$ cat src/rtl/uart_loader.sv
// uart_loader: boot loader that turns the uart_rx byte stream into memory writes.
// Frame: 4-byte little-endian word count, then count*4 payload bytes packed
// little-endian into 32-bit words, one valid/ready write per word at
// consecutive word addresses starting at BASE_ADDR. The core is held in
// reset (cpu_resetn low) until the whole image has been written.
// Optional feature macro: UART_LOADER_CHECKSUM_EN -- adds a trailing XOR
// checksum byte that must match every payload byte XORed together.
module uart_loader #(
    parameter int ADDR_WIDTH = 16,
    parameter int BASE_ADDR  = 0,
    parameter int MAX_WORDS  = 4096
) (
    input  logic                  clk,
    input  logic                  resetn,
    input  logic                  rx_ready,
    input  logic [7:0]            rx_data,
    output logic                  mem_valid,
    input  logic                  mem_ready,
    output logic [ADDR_WIDTH-1:0] mem_addr,
    output logic [31:0]           mem_wdata,
    output logic                  cpu_resetn,
    output logic                  busy,
    output logic                  done,
    output logic                  error
);

    // Word index only has to reach MAX_WORDS, so it is kept narrow.
    localparam int                    WORD_W = $clog2(MAX_WORDS + 1);
    localparam logic [ADDR_WIDTH-1:0] BASE   = ADDR_WIDTH'(BASE_ADDR);
    localparam logic [31:0]           MAX_W  = 32'(MAX_WORDS);

`ifdef UART_LOADER_CHECKSUM_EN
    typedef enum logic [2:0] {
        S_HEADER = 3'd0,
        S_DATA   = 3'd1,
        S_WRITE  = 3'd2,
        S_CHECK  = 3'd3,
        S_DONE   = 3'd4,
        S_ERR    = 3'd5
    } state_t;
`else
    typedef enum logic [2:0] {
        S_HEADER = 3'd0,
        S_DATA   = 3'd1,
        S_WRITE  = 3'd2,
        S_DONE   = 3'd4,
        S_ERR    = 3'd5
    } state_t;
`endif

    // Registered state
    state_t                r_state;
    logic [1:0]            r_byte_idx;
    logic [31:0]           r_count;
    logic [31:0]           r_word_buf;
    logic [WORD_W-1:0]     r_word_idx;
    logic                  r_mem_valid;
    logic [ADDR_WIDTH-1:0] r_mem_addr;
    logic [31:0]           r_mem_wdata;
    logic                  r_cpu_resetn;
    logic                  r_busy;
    logic                  r_done;
    logic                  r_error;

    // Next-state values
    state_t                w_state_next;
    logic [1:0]            w_byte_idx_next;
    logic [31:0]           w_count_next;
    logic [31:0]           w_word_buf_next;
    logic [WORD_W-1:0]     w_word_idx_next;
    logic                  w_mem_valid_next;
    logic [ADDR_WIDTH-1:0] w_mem_addr_next;
    logic [31:0]           w_mem_wdata_next;
    logic                  w_cpu_resetn_next;
    logic                  w_busy_next;
    logic                  w_done_next;
    logic                  w_error_next;

`ifdef UART_LOADER_CHECKSUM_EN
    logic [7:0]            r_csum;
    logic [7:0]            w_csum_next;
`endif

    // Helpers: the incoming byte dropped into lane r_byte_idx
    logic [31:0]           w_count_ins;
    logic [31:0]           w_word_ins;
    logic [WORD_W-1:0]     w_word_inc;
    logic                  w_last_word;

    genvar gi;
    generate
        for (gi = 0; gi < 4; gi++) begin : g_lane
            assign w_count_ins[8*gi +: 8] = (r_byte_idx == 2'(gi)) ? rx_data : r_count[8*gi +: 8];
            assign w_word_ins[8*gi +: 8]  = (r_byte_idx == 2'(gi)) ? rx_data : r_word_buf[8*gi +: 8];
        end
    endgenerate

    assign w_word_inc  = r_word_idx + WORD_W'(1);
    assign w_last_word = (32'(w_word_inc) == r_count);

    // State register and all registered outputs, synchronous active-low reset
    always_ff @(posedge clk) begin
        if (!resetn) begin
            r_state      <= S_HEADER;
            r_byte_idx   <= 2'd0;
            r_count      <= 32'd0;
            r_word_buf   <= 32'd0;
            r_word_idx   <= '0;
            r_mem_valid  <= 1'b0;
            r_mem_addr   <= BASE;
            r_mem_wdata  <= 32'd0;
            r_cpu_resetn <= 1'b0;
            r_busy       <= 1'b1;
            r_done       <= 1'b0;
            r_error      <= 1'b0;
`ifdef UART_LOADER_CHECKSUM_EN
            r_csum       <= 8'd0;
`endif
        end else begin
            r_state      <= w_state_next;
            r_byte_idx   <= w_byte_idx_next;
            r_count      <= w_count_next;
            r_word_buf   <= w_word_buf_next;
            r_word_idx   <= w_word_idx_next;
            r_mem_valid  <= w_mem_valid_next;
            r_mem_addr   <= w_mem_addr_next;
            r_mem_wdata  <= w_mem_wdata_next;
            r_cpu_resetn <= w_cpu_resetn_next;
            r_busy       <= w_busy_next;
            r_done       <= w_done_next;
            r_error      <= w_error_next;
`ifdef UART_LOADER_CHECKSUM_EN
            r_csum       <= w_csum_next;
`endif
        end
    end

    // Next-state and next-output logic; every field holds unless changed below
    always_comb begin
        w_state_next      = r_state;
        w_byte_idx_next   = r_byte_idx;
        w_count_next      = r_count;
        w_word_buf_next   = r_word_buf;
        w_word_idx_next   = r_word_idx;
        w_mem_valid_next  = r_mem_valid;
        w_mem_addr_next   = r_mem_addr;
        w_mem_wdata_next  = r_mem_wdata;
        w_cpu_resetn_next = r_cpu_resetn;
        w_busy_next       = r_busy;
        w_done_next       = r_done;
        w_error_next      = r_error;
`ifdef UART_LOADER_CHECKSUM_EN
        w_csum_next       = r_csum;
`endif

        case (r_state)
            S_HEADER: begin
                if (rx_ready) begin
                    w_count_next    = w_count_ins;
                    w_byte_idx_next = r_byte_idx + 2'd1;
                    if (r_byte_idx == 2'd3) begin
                        if (w_count_ins == 32'd0) begin
`ifdef UART_LOADER_CHECKSUM_EN
                            // Empty image still carries a checksum byte (0x00).
                            w_state_next = S_CHECK;
`else
                            w_state_next      = S_DONE;
                            w_done_next       = 1'b1;
                            w_busy_next       = 1'b0;
                            w_cpu_resetn_next = 1'b1;
`endif
                        end else if (w_count_ins > MAX_W) begin
                            w_state_next      = S_ERR;
                            w_error_next      = 1'b1;
                            w_busy_next       = 1'b0;
                            w_cpu_resetn_next = 1'b0;
                            w_mem_valid_next  = 1'b0;
                        end else begin
                            w_state_next = S_DATA;
                        end
                    end
                end
            end

            S_DATA: begin
                if (rx_ready) begin
                    w_word_buf_next = w_word_ins;
                    w_byte_idx_next = r_byte_idx + 2'd1;
`ifdef UART_LOADER_CHECKSUM_EN
                    w_csum_next     = r_csum ^ rx_data;
`endif
                    if (r_byte_idx == 2'd3) begin
                        w_mem_valid_next = 1'b1;
                        w_mem_wdata_next = w_word_ins;
                        w_state_next     = S_WRITE;
                    end
                end
            end

            S_WRITE: begin
                if (rx_ready) begin
                    // A byte arriving while a word is still pending is an overrun.
                    w_state_next      = S_ERR;
                    w_error_next      = 1'b1;
                    w_busy_next       = 1'b0;
                    w_cpu_resetn_next = 1'b0;
                    w_mem_valid_next  = 1'b0;
                end else if (mem_ready) begin
                    w_mem_valid_next = 1'b0;
                    w_word_idx_next  = w_word_inc;
                    w_mem_addr_next  = r_mem_addr + ADDR_WIDTH'(4);
                    if (w_last_word) begin
`ifdef UART_LOADER_CHECKSUM_EN
                        w_state_next = S_CHECK;
`else
                        w_state_next      = S_DONE;
                        w_done_next       = 1'b1;
                        w_busy_next       = 1'b0;
                        w_cpu_resetn_next = 1'b1;
`endif
                    end else begin
                        w_state_next = S_DATA;
                    end
                end
            end

`ifdef UART_LOADER_CHECKSUM_EN
            S_CHECK: begin
                if (rx_ready) begin
                    if (rx_data == r_csum) begin
                        w_state_next      = S_DONE;
                        w_done_next       = 1'b1;
                        w_busy_next       = 1'b0;
                        w_cpu_resetn_next = 1'b1;
                    end else begin
                        w_state_next      = S_ERR;
                        w_error_next      = 1'b1;
                        w_busy_next       = 1'b0;
                        w_cpu_resetn_next = 1'b0;
                        w_mem_valid_next  = 1'b0;
                    end
                end
            end
`endif

            S_DONE: begin
                // Terminal: only reset leaves.
            end

            S_ERR: begin
                // Terminal: only reset leaves.
            end

            default: begin
                w_state_next      = S_ERR;
                w_error_next      = 1'b1;
                w_busy_next       = 1'b0;
                w_cpu_resetn_next = 1'b0;
                w_mem_valid_next  = 1'b0;
            end
        endcase
    end

    assign mem_valid  = r_mem_valid;
    assign mem_addr   = r_mem_addr;
    assign mem_wdata  = r_mem_wdata;
    assign cpu_resetn = r_cpu_resetn;
    assign busy       = r_busy;
    assign done       = r_done;
    assign error      = r_error;

endmodule
$ cat config.mk
export PLATFORM = sky130hd
export DESIGN_NAME = uart_loader
export DESIGN_NICKNAME = d
export VERILOG_FILES = /design/src/rtl/uart_loader.sv
export SDC_FILE = /design/constraint.sdc
export NUM_CORES = 1
export LEC_CHECK = 0
export CORE_UTILIZATION = 60
export CTS_BUF_LIST = sky130_fd_sc_hd__clkbuf_16
export DETAILED_ROUTE_END_ITERATION = 8
export PLACE_DENSITY = 0.84
export SETUP_SLACK_MARGIN = 0.2
export SLEW_MARGIN = 20
export SYNTH_ARGS = -nofsm -noshare
export SYNTH_HDL_FRONTEND = slang
export SYNTH_SLANG_ARGS = --single-unit
export TNS_END_PERCENT = 1
$ cat constraint.sdc
create_clock -name clk -period 4.2 [get_ports clk]
set_input_delay 0.42 -clock clk [delete_from_list [all_inputs] [get_ports clk]]
set_output_delay 0.42 -clock clk [all_outputs]
set_load 0.02 [all_outputs]
* Word-level counts from Yosys, hierarchy flattened
Index checks and enable logic that the tools add are counted.
Operators by class: add/sub/neg operators 3, multipliers 0, div/mod/pow operators 0, $lt $le $gt $ge 1, equal/unequal tests 22, shift operators 0, mux-type cells 52, bitwise gates (word level) 3, reduce and logical (&&, ||, !) cells 17
Operators by type and width (number):
- two-way mux 8 bit | 8
- equality test 13 x 32 -> 1 bit | 1
- > comparator 32 x 13 -> 1 bit (second input constant) | 1
- zero test 32 bit | 1
- two-way mux 1 bit | 29
- two-way mux 3 bit | 9
- != test 2 bit (second input constant) | 11
- AND reduction 6 bit | 3
- adder 16 x 3 -> 16 bit (second input constant) | 1
- adder 13 x 1 -> 13 bit (second input constant) | 1
- case mux 3 bit (4 select lines) | 1
- != test 3 bit (second input constant) | 3
- case mux 1 bit (3 select lines) | 3
- AND reduction 8 bit | 1
- AND reduction 7 bit | 1
- equality test 3 bit (second input constant) | 2
- AND reduction 2 bit | 3
- AND reduction 3 bit | 2
- equality test 2 bit (second input constant) | 2
- case mux 1 bit (4 select lines) | 1
- OR reduction 2 bit | 2
- equality test 3 x 1 -> 1 bit (second input constant) | 1
- equality test 3 x 2 -> 1 bit (second input constant) | 1
- zero test 3 bit | 1
- 7 further kinds | 9
Word-level totals: register bits after elaboration 135, bits in latches 0, bits in writable memories 0, bits in read-only memories 0, bits of input ports 12, output and inout bits 53, logic and storage cells 110, memories kept 0

* Depth between registers and ports, before layout
depth after elaboration 8, gate-level depth with buffers 10, depth with buffers taken out 9

* Worst setup path before layout
No wires, ideal clock.
kind register to register, start reg r_byte_idx[0], end reg r_state[0], setup time 0.137 ns, data arrival time 2.074 ns, required time 4.063 ns, path slack 1.989 ns, cell stages (with the launch flop) 10, path buffers 0, cell sequence dfxtp_1 inv_1 ha_1 a211oi_2 a21oi_1 nor4_2 nand3_1 or4b_4 o221ai_2 a41oi_1
On the way: longest elaborated chain between the ends 7, elaborated cells on any way between the ends 16, classes of those cells eq/ne (5); mux (8); reduce/logical (3)
RTL lines:
- from (decl) | line 53 | logic [1:0] r_byte_idx;
- from (signal assigned) | line 121 | r_byte_idx <= w_byte_idx_next;
- equality test 2 x 1 -> 1 bit, or another cell as far along | line 93 | assign w_count_ins[8*gi +: 8] = (r_byte_idx == 2'(gi)) ? rx_data : r_count[8*gi +: 8];
- two-way mux 8 bit | line 93
- zero test 32 bit | line 162 | if (w_count_ins == 32'd0) begin
- two-way mux 3 bit | line 162
- two-way mux 3 bit | line 161 | if (r_byte_idx == 2'd3) begin
- two-way mux 3 bit | line 158 | if (rx_ready) begin
- case mux 3 bit (4 select lines) | line 156 | case (r_state)
- to (signal assigned) | line 120 | r_state <= w_state_next;
- to (decl) | line 52 | state_t r_state;
Parallel ways exist; a longest one is shown, timed or not. The select of a mux whose other input is x is not followed. A chain may end at the register's enable or synchronous reset.

* Worst setup path in the final report
Ends and elaborated chain as after synthesis.

==> key figures <==
Worst setup path
  – Worst EP arrival: 3.16 ns
  – Critical Path RT: 4.47 ns
  – R2R Setup Slk: 1.31 ns
  – Crit Path Max Fanout: 17
  – Setup Crit Path Kind: reg -> reg
  – Crit end category: flip-flop
  – Setup crit start: r_byte_idx[0]$_SDFFE_PN0P_
  – R2R Path Start: r_byte_idx[0]$_SDFFE_PN0P_
  – Critical path capture point: r_state[0]$_SDFFE_PN0P_
  – Startpoint types: flip-flop
  – Critical R2R Capture: r_state[0]$_SDFFE_PN0P_
  – R2r worst-path depth: 8

Floorplan
  – Die X: approximately 100 um
  – I/O Pins: 65
  – Site Rows: 35
  – Initial Utilization: 62.1%
  – DIE HEIGHT: about 100 um
  – Die area: between 9000 and 10000 sq um
  – Core area: just over 9000 sq um

Synthesis
  – Top-count cell post-synth: dfxtp_1
  – FF+latch count, synth: approximately 130
  – Top cell type's share of synthesized area: a little over two fifths
  – Mapped Area: ~5700 sq um
  – Top cells by area in the synthesized netlist: dfxtp_1 (44%), a21oi_1 (7.1%), nand2_1 (6.4%)
  – Post-synth top cells: dfxtp_1 (125), nand2_1 (98), a21oi_1 (81), nand3_1 (69), nor2_1 (64)
  – Seq/Total Area, Yosys: between 40 and 50%
  – Yosys cell types: 57
  – Syn_area_per_cell: just over 8 sq um
  – Post-synth ARST share: 0%
  – Cells after Synth: approximately 700
  – Post-synth EDFFs: 0
  – Synth warn: 0
  – Leading area contributor after synthesis: dfxtp_1
  – Synth Flop Type: dfxtp_1

STA
  – Final hold viol count: 0
  – Max-slew violations: 0
  – # setup viols final: 0
  – RSZ-0062 raised after global routing: no
  – Worst-Margin Slew: ~0.9 ns
  – Highest Clock Rate: between 300 and 400 MHz
  – Setup tns final: 0 ns
  – Final worst-path cycle share: slightly below 70%
  – Post-layout min period: around 2.9 ns
  – Slew HR: between 30% and 40%
  – Setup Skew: 0.00881 ns

Pwr
  – Clk pwr share: between 40 and 50%
  – Lkg Pwr: 2.31 nW
  – PwrDens: between 400 and 500 nW/um^2
  – P_sw: 0.750 mW
  – Combinational share of power: under 10%
  – Worst VDD drop: between 0.3 and 0.4 mV
  – Sw Share: 26.2%
  – Sequential share of power: between 40% and 50%
  – P_int: ~2.1 mW
  – Power Total: around 2.9 mW

Place
  – GP Congestion: around 0.89
  – I/O Buffers: a little over 60
  – HPWL Detailed: around 9 mm
  – Placed cell area: between 6000 and 7000 sq um
  – Placed Cells incl. Taps: 848

GRT
  – Pin count of the biggest net entering global routing: 63
  – First-pass GRT wire length: around 24 mm
  – Initial antenna violation count: 0
  – Global Route Usage Sum: around 30%
  – Vias in the first global route: ~5000
  – Global route overflow: 0

Layout
  – Layout cells sized above 1: about 7.2%
  – Final instance area: 6930 sq um
  – ANT cells: 0
  – Fin nets: 756
  – Fin util: roughly 75%
  – Layout area overhead: 20.7%
  – Register area: 2500 sq um
  – Post-route insts no fill: between 800 and 900
  – Multi-input gate area: 2960 sq um
  – Filler cell count in the final layout: 653

Detailed routing
  – Routed Antenna Nets: 0
  – DRT Pass-1 Iters: 6
  – DRC violations left: 0
  – Initial DRC count: about 470
  – Vias per cell: ~6.1
  – Avg WL per Cell: 16.8 um
  – Total Routed Length: 14.8 mm
  – Via count: approximately 5300

Clocking
  – Clk buf depth: 2
  – CTS tree: done
  – Clock latency on the worst-skew pair: about 0.41 ns
  – Num CTS Buffers: 17
  – Htree depth: 4
  – Setup bufs post-CTS: 0
  – Clock tree root driver cell: clkbuf_16
  – Clk slew on worst S/H paths: ~0.060 ns
  – CTS sink count: roughly 130
  – CTS resizes: 0
  – Post-CTS Hold Buffers: 0

Min path
  – Worst min-delay path category: reg -> reg

Run status
  – Outcome: finished clean

Run
  – Max-cap violations: 0
registers in the layout (all words and copies together) (netlist names):
name	flops
r_byte_idx	2
r_word_buf	24
r_state	3
error	1
done	1
cpu_resetn	1
busy	1
r_count	32
mem_valid	1
mem_addr	14
mem_wdata	32
r_word_idx	13
stage by stage:
step | hold slack, ns | setup WS, ns
global route | 0.457 | 1.23
finish | 0.446 | 1.31
floorplan | 0.436 | 1.99
global placement | 0.440 | 1.32
CTS | 0.445 | 1.41
detailed placement | 0.438 | 1.17
power by group through the flow:
stage,combinational [mW],clock [mW],sequential [mW]
floorplan,0.175,0,1.24
global placement,0.230,0,1.24
detailed placement,0.237,0,1.24
CTS,0.242,1.39,1.22
global route,0.264,1.45,1.22
finish,0.248,1.39,1.22
worst min path at each step:
stage | slack [ns] | startpoint | cells past startpoint | end
3_3_place_gp | 0.44 | error$_SDFFE_PN0P_ | 2 | error$_SDFFE_PN0P_
5_1_grt | 0.46 | error$_SDFFE_PN0P_ | 2 | error$_SDFFE_PN0P_
6_report | 0.45 | error$_SDFFE_PN0P_ | 2 | error$_SDFFE_PN0P_
2_1_floorplan | 0.44 | r_word_buf[0]$_SDFFE_PN0P_ | 2 | r_word_buf[0]$_SDFFE_PN0P_
3_5_place_dp | 0.44 | error$_SDFFE_PN0P_ | 2 | error$_SDFFE_PN0P_
4_1_cts | 0.44 | error$_SDFFE_PN0P_ | 2 | error$_SDFFE_PN0P_
routing by layer:
| layer | global-route usage (%) | wire (um) | part of all wire, % | up-vias |
|---|---|---|---|---|
| li1 | - | - | - | 2523 |
| met1 | 37.7 | 6040 | 41 | 2509 |
| met2 | 51.5 | 7260 | 49 | 257 |
| met3 | 6.48 | 1100 | 7.4 | 53 |
| met4 | 13.0 | 410 | 2.8 | 0 |
| met5 | 0 | 0 | 0 | - |
cell usage in the layout, fill, tap and decap left out, types with 3 or more instances in the layout:
cell             instances
a211oi_1                24
nor4_1                   8
nand4_1                  9
clkinv_2                 3
clkbuf_16               17
buf_4                    7
ha_1                     6
nor2b_1                  5
xor2_1                  18
dfxtp_1                125
clkinv_4                 4
inv_1                   11
nor2_1                  64
nand2_1                 98
a21oi_1                 81
o21ai_0                 21
inv_6                    5
xnor2_1                 18
nor3b_1                  3
nand3_1                 69
clkdlybuf4s50_1         62
mux2i_1                 24
nor3_1                   8
nand2b_1                 7
or3_1                    6
layout make-up:
class                      instances  area share [%]
multi-input combinational        513            42.8
sequential                       125            36.1
timing repair buffer              70            10.0
clock buffer                      17            6.14
tap                              129            2.33
clock inverter                    15            1.99
inverter                          11           0.614
kinds of logic after synthesis:
family / Yosys count / synth area share [%]
xor+xnor: 36 / 5.50
simple gates: 297 / 24.7
buf+inv: 64 / 4.91
flops: 125 / 43.6
compound gates: 148 / 15.7
other cells: 1 / 0.0654
mux: 24 / 4.19
fa+ha+maj: 6 / 1.31
worst max-delay path: stages, from the launching register on:
cell and delay (ns):
dfxtp_1 0.43, ha_1 0.58, nor4b_1 0.37, a21oi_1 0.12, nor4_2 0.20, nand3_1 0.21, or4b_4 0.53, o221ai_2 0.17
a41oi_1 0.14
(Power assumes the default switching activity.)
